--- src/rtl/fwd_hazard_tracker.sv ---
// Forwarding-select and load-use stall generator that tracks in-flight destinations itself.
// The FWD_HAZARD_STATS_EN macro adds saturating stall and forward event counters.
module fwd_hazard_tracker #(
    parameter int REG_AW    = 5,
    parameter int NUM_SRC   = 2,
    parameter int FWD_DEPTH = 2,
    parameter int LOAD_LAT  = 1,
    localparam int SW       = $clog2(FWD_DEPTH + 1)
) (
    input  logic                      clk,
    input  logic                      rst,
    input  logic                      hold,
    input  logic                      flush,
    input  logic                      id_valid,
    input  logic [NUM_SRC*REG_AW-1:0] id_rs,
    input  logic [REG_AW-1:0]         id_rd,
    input  logic                      id_reg_write,
    input  logic                      id_mem_read,
    output logic                      stall,
    output logic                      ex_valid,
`ifdef FWD_HAZARD_STATS_EN
    output logic [NUM_SRC*SW-1:0]     ex_fwd_sel,
    output logic [31:0]               stat_stall_cnt,
    output logic [31:0]               stat_fwd_cnt
`else
    output logic [NUM_SRC*SW-1:0]     ex_fwd_sel
`endif
);

    typedef struct packed {
        logic              valid;
        logic [REG_AW-1:0] rd;
        logic              is_load;
    } entry_t;

    // sb[0] is the instruction now in EX; sb[j] is j stages further down.
    entry_t                  sb [FWD_DEPTH];
    logic [NUM_SRC*SW-1:0]   sel_next;
    logic [NUM_SRC-1:0]      load_hit;
    logic                    adv;

    always_comb begin
        // NOTE: every output of this block is given a default first so no path
        // leaves it unassigned, which would otherwise infer a latch.
        sel_next = '0;
        load_hit = '0;
        for (int i = 0; i < NUM_SRC; i++) begin
            // Oldest to youngest, so the youngest matching producer overwrites the rest.
            for (int j = FWD_DEPTH - 1; j >= 0; j--) begin
                if (sb[j].valid && (sb[j].rd == id_rs[i*REG_AW +: REG_AW]) &&
                    (id_rs[i*REG_AW +: REG_AW] != '0)) begin
                    sel_next[i*SW +: SW] = SW'(j + 1);
                    load_hit[i]          = sb[j].is_load && (j < LOAD_LAT);
                end
            end
        end
    end

    assign stall = id_valid && !flush && (|load_hit);
    assign adv   = id_valid && !stall && !flush;

    always_ff @(posedge clk) begin
        // NOTE: sequential state uses non-blocking assignments so every register
        // samples pre-edge values; the shift below relies on that ordering.
        if (rst) begin
            // NOTE: the scoreboard is reset, not just left to age out, because a
            // stale valid bit would create false forwards and stalls after reset.
            for (int j = 0; j < FWD_DEPTH; j++) begin
                sb[j] <= '0;
            end
            ex_valid   <= 1'b0;
            ex_fwd_sel <= '0;
        end else if (!hold) begin
            sb[0].valid   <= adv && id_reg_write && (id_rd != '0);
            sb[0].rd      <= id_rd;
            sb[0].is_load <= id_mem_read;
            for (int j = 1; j < FWD_DEPTH; j++) begin
                sb[j] <= sb[j-1];
            end
            ex_valid   <= adv;
            ex_fwd_sel <= adv ? sel_next : '0;
        end
    end

`ifdef FWD_HAZARD_STATS_EN
    always_ff @(posedge clk) begin
        if (rst) begin
            stat_stall_cnt <= '0;
            stat_fwd_cnt   <= '0;
        end else if (!hold) begin
            if (stall && (stat_stall_cnt != '1)) begin
                stat_stall_cnt <= stat_stall_cnt + 32'd1;
            end
            if (adv && (|sel_next) && (stat_fwd_cnt != '1)) begin
                stat_fwd_cnt <= stat_fwd_cnt + 32'd1;
            end
        end
    end
`endif

endmodule

--- config.mk ---
export PLATFORM = sky130hd
export DESIGN_NAME = fwd_hazard_tracker
export DESIGN_NICKNAME = d
export VERILOG_FILES = /design/src/rtl/fwd_hazard_tracker.sv
export SDC_FILE = /design/constraint.sdc
export NUM_CORES = 1
export LEC_CHECK = 0
export ABC_AREA = 1
export CAP_MARGIN = 40
export CORE_MARGIN = 2
export CORE_UTILIZATION = 40
export CTS_CLUSTER_DIAMETER = 30
export DETAILED_ROUTE_END_ITERATION = 16
export DONT_BUFFER_PORTS = 1
export GPL_ROUTABILITY_DRIVEN = 0
export HOLD_SLACK_MARGIN = 0.12
export MAX_ROUTING_LAYER = met4
export PLACE_DENSITY = 0.62
export RECOVER_POWER = 100
export SLEW_MARGIN = 40
export SYNTH_ARGS = -nofsm -noshare
export SYNTH_HDL_FRONTEND = slang
export SYNTH_SLANG_ARGS = --single-unit
--- constraint.sdc ---
create_clock -name clk -period 2.1 [get_ports clk]
set_input_delay 0.21 -clock clk [delete_from_list [all_inputs] [get_ports clk]]
set_output_delay 0.21 -clock clk [all_outputs]
set_load 0.02 [all_outputs]
==> flow_summary.yaml, run 1 <==
status:
  status: "finished, final reports clean"
yosys:
  async_flop_share: 0
  synth_seq_area_share: 0.426
  synth_common_cells: "56 x nand2_1, 29 x nor2_1, 28 x inv_1, 13 x edfxtp_1, 10 x nand3_1"
  yosysTopAreaCell: "edfxtp_1"
  netlist_area_sq_mm: 0.00115
  avgSynthCellArea_sq_um: 6.74
  synth_nets: 193
  synth_top_area_share: 0.339
  yosys-top-cells-area: "edfxtp_1 34%, nand2_1 18%, nor2_1 9.4%"
  ys.flop_type: "edfxtp_1"
  yosys.cell_types.count: 19
  synth.ff_latch_count: 18
  synth_most_common_cell: "nand2_1"
  yosysWarningCount: 0
  synth_edf_count: 13
  synth_cells: 171
layout:
  n_fill_cell: 280
  area_growth_pct: 7.28
  drive_gt1_frac: 0.0795
  nets: 199
  antenna_cells: 0
critical_path:
  start_kind: "flip-flop"
  worst_path_largest_cell_delay_ps: 440
  crit_buf_inv: 1
  critical_path.slowest_cell: "edfxtp_1"
  cpLargestDelayFamily: "simple AND/OR/NAND/NOR gates"
  cp.arrival_ps: 1660
  cp_max_fo: 6
  cp.required_ps: 1890
  worstPathCellList: "inv_1 > nand2_1 > nand2_1 > nand2_1 > nor2_1 > nand2_1 > nand2_1 > nand2_4 > nor2_2"
  startpoint: "sb[0][3]"
  cp-end-kind: "primary output"
  crit_path_frequent_cell: "nand2_1"
  timing.rr.start: "sb[0][3]"
  worstSetupPathType: "flip-flop to primary output"
grt:
  grt_pass1_vias: 941
  grt_pass1_wl_mm: 4.15
  grt_overflow: 0
  grt_antenna_before_repair: 0
  track_usage: 0.170
  grt_max_degree: 14
sta:
  holdWs_ps: 132
  relSlewSlack: 0.454
  min_period_ps: 1870
  setup_viol: 0
  fin_tns_setup_ps: 0
  tightest_slew_ps: 819
  fin_ws_ps: 231
  finalCritPeriodShare: 0.890
  slew_viol_final: 0
  hold_viol: 0
  fmax_ghz: 0.535
  rsz0062_at_grt: "false"
  skew_ps: 8.12
power:
  seqPwrFrac: 0.563
  clkPwrFrac: 0.294
  comb_power_share: 0.144
  p_sw_uw: 200
  internal_power_uw: 546
  ir_drop_mv: 0.415
  leakagePower_uw: 0.000622
  p_per_area_mw_per_mm2: 603
  swShare: 0.269
clocking:
  clock_sinks: 18
  root_buffer: "clkbuf_4"
  post_cts_buffers: 0
  cts_tree: "built"
  path_clk_slew_ps: 110
  cts-resized-gates: 0
  clk_latency_ps: 300
  ctsHtreeMaxLevel: 1
  clk_path_buf_depth: 2
  cts_buffers: 3
  holdBufCountCts: 1
placed_design:
  post-dp-hpwl_mm: 2.04
  dp_slack_ps: 616
  portBuffers: 0
floorplan:
  floorplan.die_area_sq_mm: 0.00333
  fp.dieW_um: 57.7
  rows: 19
  die_y_um: 57.7
  initial_core_util: 0.418
  core_region_area_sq_mm: 0.00276
  ioPinCount: 28
route:
  via_count: 1041
  wire_per_inst_um: 12.3
  ant_nets: 0
  drt_iter0_markers: 43
  via_per_inst: 5.03
  drcViolationCount: 0
  routed_wl_mm: 2.55
  dr.pass1.iters: 4
min_path:
  hold_path.startpoint: "id_rd[0]"
  hold_path.class: "input pin to flip-flop"
flow_run:
  drv_cap: 0
==> layout make-up <==
type	instances	area (sq um)	area share
Multi-Input combinational cell	121	534	0.432
Timing Repair Buffer	2	20.0	0.0162
Tap cell	31	38.8	0.0314
Sequential cell	18	490	0.397
Inverter	31	116	0.0941
Clock buffer	4	36.3	0.0294
==> worst paths after layout <==
kind	to	slack [ps]	cells after the start
worst max-delay path	stall	230	9
worst max register to register	sb[0][6]	560	10
worst min register to register	ex_fwd_sel[1]	560	2
worst min-delay path	sb[0][1]	130	2
==> cell usage in the layout (no fill, tap or decap), types with 3 or more instances in the layout <==
master | Yosys | layout
nand2_1 | 56 | 58
nor2_1 | 29 | 30
inv_1 | 28 | 28
edfxtp_1 | 13 | 13
nand3_1 | 10 | 10
o21ai_0 | 7 | 7
nor2_2 | 6 | 5
dfxtp_1 | 5 | 5
inv_2 | 3 | 3
xnor2_1 | 3 | 3
clkbuf_4 | 0 | 3
==> routing by layer <==
layer / wire (um) / global-route usage / part of all wire / vias up
met4: 74 / 0.0797 / 0.029 / 0
met5: 0 / - / 0 / -
li1: - / - / - / 534
met3: 185 / 0.0446 / 0.073 / 11
met2: 1200 / 0.273 / 0.47 / 35
met1: 1090 / 0.199 / 0.43 / 461
==> power by group through the flow <==
stage	registers [uW]	logic [uW]	clock network, uW
3_5_place_dp	427	105	0
4_1_cts	419	107	223
3_3_place_gp	426	103	0
6_report	420	107	219
2_1_floorplan	421	86.7	0
5_1_grt	422	125	249
==> sequential cells by signal, summed over array words and instances, names as in the netlist <==
| name | count |
|---|---|
| ex_valid | 1 |
| sb | 13 |
| ex_fwd_sel | 4 |
==> through the flow <==
stage	power, uW	util	std cells	cell area, sq um
final	746	0.448	207	1240
after global routing	795	0.448	207	1240
after CTS	749	0.447	206	1230
after detailed placement	532	0.431	201	1190
after global placement	529	0.431	201	1190
after floorplan	508	-	171	1150
==> cell families (layout without fill, tap and decap cells) <==
| group | count (synthesis) | in the layout | synth area share |
|---|---|---|---|
| AND/OR/NAND/NOR | 108 | 108 | 0.398 |
| flip-flops | 18 | 18 | 0.426 |
| XOR/XNOR | 4 | 4 | 0.0304 |
| buffers and inverters | 32 | 37 | 0.104 |
| AO/OA/AOI/OAI | 9 | 9 | 0.0413 |
Power figures use the tool's default switching activity.
==> run 2, diff against run 1 <==
- PLACE_DENSITY: 0.62 -> 0.5
- clock period: 2.1 -> 2 ns (I/O delays scaled with it)
==> flow_summary.yaml, run 2 (same netlist as run 1, synthesis figures left out) <==
route:
  drt_iter0_markers: 42
  drcViolationCount: 0
  ant_nets: 0
  via_per_inst: 4.97
  routed_wl_mm: 2.61
  dr.pass1.iters: 4
  wire_per_inst_um: 12.7
  via_count: 1024
sta:
  slew_viol_final: 0
  min_period_ps: 1760
  fin_tns_setup_ps: 0
  rsz0062_at_grt: "false"
  hold_viol: 0
  fin_ws_ps: 239
  finalCritPeriodShare: 0.881
  holdWs_ps: 120
  fmax_ghz: 0.568
  relSlewSlack: 0.433
  skew_ps: 1.67
  setup_viol: 0
  tightest_slew_ps: 851
critical_path:
  r2r.worst_path.cells: 10
  cp-end-kind: "primary output"
  cp.required_ps: 1800
  r2r_slack_ps: 560
  worstSetupPathType: "flip-flop to primary output"
  cp_max_fo: 6
  startpoint: "sb[0][3]"
  timing.rr.start: "sb[0][3]"
  timing.rr.end: "sb[0][6]"
  start_kind: "flip-flop"
  critPathCapture: "stall"
  cp.arrival_ps: 1560
placed_design:
  dp_slack_ps: 570
  portBuffers: 0
  post-dp-hpwl_mm: 2.06
floorplan:
  initial_core_util: 0.418
  rows: 19
  floorplan.die_area_sq_mm: 0.00333
  die_y_um: 57.7
  core_region_area_sq_mm: 0.00276
  fp.dieW_um: 57.7
  ioPinCount: 28
clocking:
  cts-resized-gates: 0
  clk_latency_ps: 290
  cts_buffers: 3
  clock_sinks: 18
  cts_tree: "built"
  post_cts_buffers: 0
  clk_path_buf_depth: 2
  root_buffer: "clkbuf_4"
  path_clk_slew_ps: 110
  ctsHtreeMaxLevel: 1
power:
  swShare: 0.281
  comb_power_share: 0.150
  internal_power_uw: 538
  p_total_uw: 749
  p_per_area_mw_per_mm2: 614
  seqPwrFrac: 0.586
  ir_drop_mv: 0.286
  leakagePower_uw: 0.000611
  clkPwrFrac: 0.264
  p_sw_uw: 210
layout:
  mostFrequentLayoutCell: "nand2_1"
  top_regs: "sb (13), ex_fwd_sel (4), ex_valid (1)"
  largest_reg_flops: 13
  post-route-util: 0.442
  area_growth_pct: 5.75
  drive_gt1_frac: 0.0800
  n_fill_cell: 309
  top_register: "sb"
  seqCellArea_sq_um: 490
  antenna_cells: 0
  nets: 198
  multiInputGateArea_sq_um: 537
  final_cell_mix: "58 x nand2_1, 29 x nor2_1, 28 x inv_1, 13 x edfxtp_1, 10 x nand3_1"
grt:
  grt_pass1_vias: 981
  grt_overflow: 0
  grt_max_degree: 14
  grt_antenna_before_repair: 0
  track_usage: 0.181
  grt_pass1_wl_mm: 4.47
min_path:
  hold_path.class: "input pin to flip-flop"
  hold_depth: 2
status:
  status: "finished, final reports clean"
flow_run:
  drv_cap: 0
run 2: metal layers:
layer  wire length, um  GRT usage
met2              1210      0.292
met4                18     0.0498
met3               191     0.0357
met1              1190      0.234
met5                 0          -
run 2: what timing repair did:
item | in CTS | in global routing
endpoints found under the hold margin | 1 | 0
endpoints found under the setup margin | 0 | 0
hold buffers | 1 | 0
run 2: through the flow:
step / cells / area [sq um]
2_1_floorplan: 171 / 1150
5_1_grt: 206 / 1220
3_5_place_dp: 201 / 1190
4_1_cts: 206 / 1220
6_report: 206 / 1220
3_3_place_gp: 201 / 1190
run 2: critical path: stages (launching register included):
cell and delay [ps]:
edfxtp_1 430, inv_1 110, nand2_1 50, nand2_1 50
nand2_1 90, nor2_2 100, nand2_1 50, nand2_1 100
nand2_4 80, nor2_2 210
run 2: area by class of cell:
| class | instances | share of cell area |
|---|---|---|
| Clock buffer | 4 | 0.0216 |
| Inverter | 31 | 0.0955 |
| Multi-Input combinational cell | 121 | 0.440 |
| Sequential cell | 18 | 0.402 |
| Tap cell | 31 | 0.0318 |
| Timing Repair Buffer | 1 | 0.00821 |
run 2: power by group through the flow:
stage / registers [uW] / logic (uW) / clock network (uW)
final: 439 / 112 / 198
after global routing: 442 / 133 / 223
after CTS: 439 / 113 / 201
after detailed placement: 447 / 111 / 0
after global placement: 447 / 111 / 0
after floorplan: 442 / 91.1 / 0
run 2: how the worst min path moves through the flow:
stage,startpoint,to,slack [ps]
floorplan,id_mem_read,sb[0][0],410
global placement,id_mem_read,sb[0][0],420
detailed placement,id_mem_read,sb[0][0],420
CTS,id_rd[4],sb[0][5],120
global route,id_rd[2],sb[0][3],130
finish,id_rd[4],sb[0][5],120
